--- config.mk ---
export PLATFORM = sky130hd
export DESIGN_NAME = gf180mcu_osu_sc_tbus_arbiter
export DESIGN_NICKNAME = d
export VERILOG_FILES = /design/src/rtl/gf180mcu_osu_sc_tbus_arbiter.sv
export SDC_FILE = /design/constraint.sdc
export NUM_CORES = 1
export LEC_CHECK = 0
export ABC_AREA = 1
export CORE_AREA = 2 2 50 52
export CTS_CLUSTER_SIZE = 30
export DETAILED_ROUTE_END_ITERATION = 12
export DIE_AREA = 0 0 52 54
export GPL_TIMING_DRIVEN = 0
export PLACE_DENSITY_LB_ADDON = 0.15
export SYNTH_ARGS = -nofsm -noshare
export SYNTH_HDL_FRONTEND = slang
export SYNTH_SLANG_ARGS = --single-unit
export TNS_END_PERCENT = 30
--- constraint.sdc ---
create_clock -name CLK -period 3.4 [get_ports CLK]
set_clock_uncertainty 0.15 [all_clocks]
set_input_delay 1.02 -clock CLK [delete_from_list [all_inputs] [get_ports CLK]]
set_output_delay 1.02 -clock CLK [all_outputs]
set_load 0.02 [all_outputs]
--- src/rtl/gf180mcu_osu_sc_tbus_arbiter.sv ---
// Round-robin arbiter with break-before-make sequencing for a tinv_1 shared tri-state bus.
// Optional grant timeout enabled by defining TBUS_ARB_TIMEOUT_EN.
module gf180mcu_osu_sc_tbus_arbiter #(
  parameter int unsigned N        = 4,
  parameter int unsigned TURN     = 1,
  parameter int unsigned HOLD_MAX = 16
) (
  input  logic         CLK,
  input  logic         RST,
  input  logic [N-1:0] REQ,
  output logic [N-1:0] GNT,
  output logic [N-1:0] EN,
  output logic [N-1:0] EN_BAR,
  output logic         BUSY,
  output logic         TMO
);

  localparam int unsigned PW = $clog2(N);

  if (N < 2 || N > 16 || TURN < 1 || TURN > 15 || HOLD_MAX < 2 || HOLD_MAX > 255) begin : g_bad_param
    $error("gf180mcu_osu_sc_tbus_arbiter: parameter out of range");
  end

  typedef enum logic [1:0] {StIdle, StGrant, StTurn} state_e;

  state_e         state_q;
  logic [PW-1:0]  ptr_q;
  logic [3:0]     cnt_q;
  logic [N-1:0]   gnt_q;
  logic           busy_q;
  logic [PW-1:0]  pick;
  logic [PW-1:0]  ptr_next;
  logic           found;
  logic           hold_req;
  logic [31:0]    idx;

  // First requester at or above ptr_q, wrapping to 0.
  always_comb begin
    found = 1'b0;
    pick  = '0;
    idx   = '0;
    for (int unsigned i = 0; i < N; i++) begin
      idx = 32'(ptr_q) + i;
      if (idx >= N) idx = idx - N;
      if (!found && REQ[idx[PW-1:0]]) begin
        found = 1'b1;
        pick  = idx[PW-1:0];
      end
    end
  end

  always_comb begin
    if (pick == PW'(N - 1)) ptr_next = '0;
    else                    ptr_next = pick + 1'b1;
  end

  // Only the owner's request matters while granted.
  assign hold_req = |(REQ & gnt_q);

`ifdef TBUS_ARB_TIMEOUT_EN
  logic [7:0] hcnt_q;
  logic       tmo_q;
`endif

  always_ff @(posedge CLK or posedge RST) begin
    if (RST) begin
      state_q <= StIdle;
      ptr_q   <= '0;
      cnt_q   <= '0;
      gnt_q   <= '0;
      busy_q  <= 1'b0;
`ifdef TBUS_ARB_TIMEOUT_EN
      hcnt_q  <= '0;
      tmo_q   <= 1'b0;
`endif
    end else begin
`ifdef TBUS_ARB_TIMEOUT_EN
      tmo_q <= 1'b0;
`endif
      unique case (state_q)
        StIdle: begin
          if (found) begin
            gnt_q   <= N'(1) << pick;
            ptr_q   <= ptr_next;
            busy_q  <= 1'b1;
            state_q <= StGrant;
`ifdef TBUS_ARB_TIMEOUT_EN
            hcnt_q  <= 8'd1;
`endif
          end
        end
        StGrant: begin
          if (!hold_req) begin
            gnt_q   <= '0;
            cnt_q   <= 4'(TURN);
            state_q <= StTurn;
          end
`ifdef TBUS_ARB_TIMEOUT_EN
          else if (hcnt_q == 8'(HOLD_MAX)) begin
            // Forced release; ptr_q already points past the owner.
            gnt_q   <= '0;
            cnt_q   <= 4'(TURN);
            state_q <= StTurn;
            tmo_q   <= 1'b1;
          end else begin
            hcnt_q  <= hcnt_q + 8'd1;
          end
`endif
        end
        StTurn: begin
          if (cnt_q == 4'd1) begin
            state_q <= StIdle;
            busy_q  <= 1'b0;
          end else begin
            cnt_q <= cnt_q - 4'd1;
          end
        end
        default: state_q <= StIdle;
      endcase
    end
  end

  assign GNT    = gnt_q;
  assign EN     = gnt_q;
  assign EN_BAR = ~gnt_q;
  assign BUSY   = busy_q;
`ifdef TBUS_ARB_TIMEOUT_EN
  assign TMO    = tmo_q;
`else
  assign TMO    = 1'b0;
`endif

endmodule
==> impl_summary.md <==
Synthesis
The netlist uses 23 different library cells. In the synthesized netlist, the number of instances is 155. Summing the sequential cell areas from Yosys gives 30.1% of the chip area.

The synthesized area divided by synthesized cell count is 6.97 sq um. During synthesis, Yosys emitted a total of 0 warnings. The register bit count reported by yosys is 13. The synthesized area is 1080 sq um. The net count after synthesis is 167.

Place
Summing all placed instances gives a cell area of 1300 sq um. Detailed placement finished with a half-perimeter wire length of 1880 um. The number of I/O port buffers is 18.

The final RePlAce weighted congestion is 0.739.

Power
IR analysis of the VDD net gives a maximum drop of 0.000599 V. The power density over the cells is 1060 nW/um^2. The analysis attributes to cell leakage a power of 0.722 nW.

Final layout
The filler cell count in the final layout is 220. The post-layout net count is 190. The cell area after layout is 1330 sq um. The library cell used most frequently in the layout, excluding fill and tap cells, is nand2_1. The number of antenna cells inserted is 0.

The fraction of layout instances using a drive strength above 1 is 15.8%. Leaving out fill and tap cells, the most frequent cells in the layout are nand2_1, inv_1, nand3_1, clkdlybuf4s50_1, dfrtp_1. The area growth from synthesis to layout is 22.6%.

GRT
For this run, the total global-route usage over all layers was measured as 19.6%. The total overflow reported by the global router is 0. The maximum number of pins on one net before global-route repair is 14.

The first global-routing pass estimated 4130 um of wire. The via count of the first global-routing pass is 1011. The initial antenna violation count was 0.

STA
The share of the clock period used by the worst path is 82.9%. The number of failing hold endpoints at the final stage is 0. The count of pins over their slew limit came to 0. Setup repair after global routing left no endpoint under its margin.

Subtracting the final worst setup slack from the clock period gives 2.82 ns. Setup violations remaining at the end of the flow were counted as 0. The summed negative setup slack over all endpoints is 0 ns.

The highest attainable clock frequency is 355 MHz.

Drt
The first detailed-routing pass ran for 4 iterations. The sum of routed wire length over all layers is 2320 um. The residual DRC count is 0. Dividing the detail-routed wire length by the instance count gives 11.2 um. The detail route stage leaves a number of antenna-violating nets equal to 0. The routed layout has 983 vias. The detailed router's first-iteration violation count is 22. In the routed layout, each cell is associated on average with a via count of 4.75.

Clock tree
TritonCTS built the clock tree. The maximum clock insertion buffer count is 2. The number of gates resized after CTS is 0. Clock-pin slew was measured on the worst setup and hold paths at 0.07 ns. The worst-skew pair later-pin latency is 0.28 ns. After clock tree synthesis, the setup repair step added 0 buffers. The clock net in this run drives a total of 13 sinks. The count of H-tree levels built during CTS is 1.

The tree is rooted in a clkbuf_4. The hold buffer count at CTS is 0. The clock buffer count from CTS is 3.

Status
The flow ran to the end, and the final reports show no timing, DRC or antenna violations.

Setup path
The type of the worst setup path is input pin to register. The startpoint type of the worst setup path is an input pin. The arrival time reported for the critical path endpoint is 2.89 ns.

The kind of cell with the highest combined delay along the critical path is simple AND/OR/NAND/NOR gates. In this run the worst path has a maximum fanout of 4. The critical path's most frequent cell is nand2_1. The stage delay of the slowest cell on the critical path is 0.42 ns. The number of buffers and inverters on the critical path is 3.

STA puts the critical path data required time at 3.47 ns. The critical path endpoint category is a register. Walking the worst path, the cells encountered are clkdlybuf4s50_1 -> inv_1 -> nand2_1 -> nand3_1 -> nand2_4 -> nor2_8 -> nand2_2 -> nor2_2 -> nand2_1 -> o21ai_0 -> ha_1 -> inv_1 -> nor2_1 -> nand3_1 -> nand2_1. For this design, the slowest cell found on the critical path is clkdlybuf4s50_1.

Floorplanning
The area enclosed by the die boundary is 2810 sq um. Row generation in the floorplan step produced 18 rows. From left edge to right edge, the die measures 52 um. The vertical extent of the die is 54 um. The effective utilization at floorplan is 46.6%. The area of the placeable core is 2320 sq um.

The I/O pin count is 20.

Flow run
Across the run, the number of max-cap violations was 0.

Min path
The type of the worst min-delay path is register to register.
synth_stat cells:
master | instances | area (sq um)
nand4_2 | 1 | 12.5
nand3_4 | 1 | 17.5
buf_6 | 1 | 11.3
xor2_1 | 1 | 8.76
buf_4 | 5 | 37.5
nand3_1 | 18 | 90.1
o21ai_0 | 6 | 30.0
inv_6 | 1 | 8.76
and2_2 | 1 | 7.51
nor2_1 | 12 | 45.0
inv_2 | 2 | 7.51
o22ai_1 | 2 | 12.5
ha_1 | 6 | 75.1
nand2_2 | 6 | 37.5
conb_1 | 1 | 3.75
nand2_4 | 4 | 45.0
nor4_1 | 1 | 6.26
dfrtp_1 | 13 | 325
nor2_8 | 1 | 20.0
inv_1 | 23 | 86.3
nor2_2 | 2 | 12.5
o31ai_1 | 1 | 7.51
nand2_1 | 46 | 173
area by class of cell:
cell class                 instances  area (sq um)  share of cell area (%)
sequential                        13           325                    24.6
tap                               30          37.5                    2.83
buffer                             6          48.8                    3.68
inverter                          26           103                    7.74
timing repair buffer              18           180                    13.6
clock buffer                       4          26.3                    1.98
multi-input combinational        110           604                    45.6
path summary, 6_finish.rpt:
check | startpoint | endpoint | slack (ns) | depth (start not counted)
min reg2reg | BUSY | BUSY | 0.34 | 2
max in group asynchronous | RST | state_q[0] | 1.87 | 2
min | BUSY | BUSY | 0.34 | 2
min in group asynchronous | RST | ptr_q[0] | 0.91 | 2
max | REQ[1] | EN[0] | 0.58 | 15
max reg2reg | ptr_q[0] | EN[0] | 1.31 | 15
power breakdown:
group | leakage [nW] | switching [mW] | internal [mW] | total (mW)
registers | 0.166 | 0.0473 | 0.216 | 0.264
clock network | 0.0150 | 0.0471 | 0.0456 | 0.0927
logic | 0.542 | 0.661 | 0.391 | 1.05
total | 0.722 | 0.755 | 0.653 | 1.41
stage by stage:
step / setup WS (ns) / util, % / hold slack (ns) / power (mW) / cells
finish: 0.581 / 57.1 / 0.340 / 1.41 / 207
global route: 0.354 / 57.1 / 0.391 / 1.58 / 207
CTS: 0.577 / 57.1 / 0.351 / 1.42 / 207
detailed placement: 0.308 / 56.0 / 0.330 / 1.32 / 203
global placement: 0.361 / 56.0 / 0.309 / 1.29 / 203
floorplan: 0.943 / - / 0.327 / 1.05 / 155
per-layer routing:
layer / vias up / track usage, % / wire length, um / part of all wire (%)
met5: - / 0 / 0 / 0
met4: 0 / 10.1 / 62 / 2.7
met3: 9 / 2.50 / 76 / 3.3
met2: 21 / 36.7 / 1210 / 52
met1: 435 / 21.7 / 979 / 42
li1: 518 / - / - / -
kinds of logic after synthesis:
group / Yosys count / synth area share [%]
flops: 13 / 30.1
compound gates: 9 / 4.63
buf+inv: 32 / 14.0
simple gates: 93 / 43.2
xor+xnor: 1 / 0.810
other cells: 1 / 0.347
fa+ha+maj: 6 / 6.94
flip-flops by register name, indices dropped and copies added (netlist names):
signal,flops
cnt_q,4
EN,4
ptr_q,2
state_q,2
BUSY,1
worst reg2reg max path: stages (launching register included):
cell,delay (ns)
dfrtp_1,0.37
buf_6,0.14
inv_6,0.07
nand2_1,0.06
nand3_1,0.13
nand2_4,0.09
nor2_8,0.15
nand2_2,0.06
nor2_2,0.11
nand2_1,0.08
o21ai_0,0.12
ha_1,0.20
inv_1,0.04
nor2_1,0.09
nand3_1,0.08
nand2_1,0.07
No activity file was read; power rests on OpenSTA's default activity.
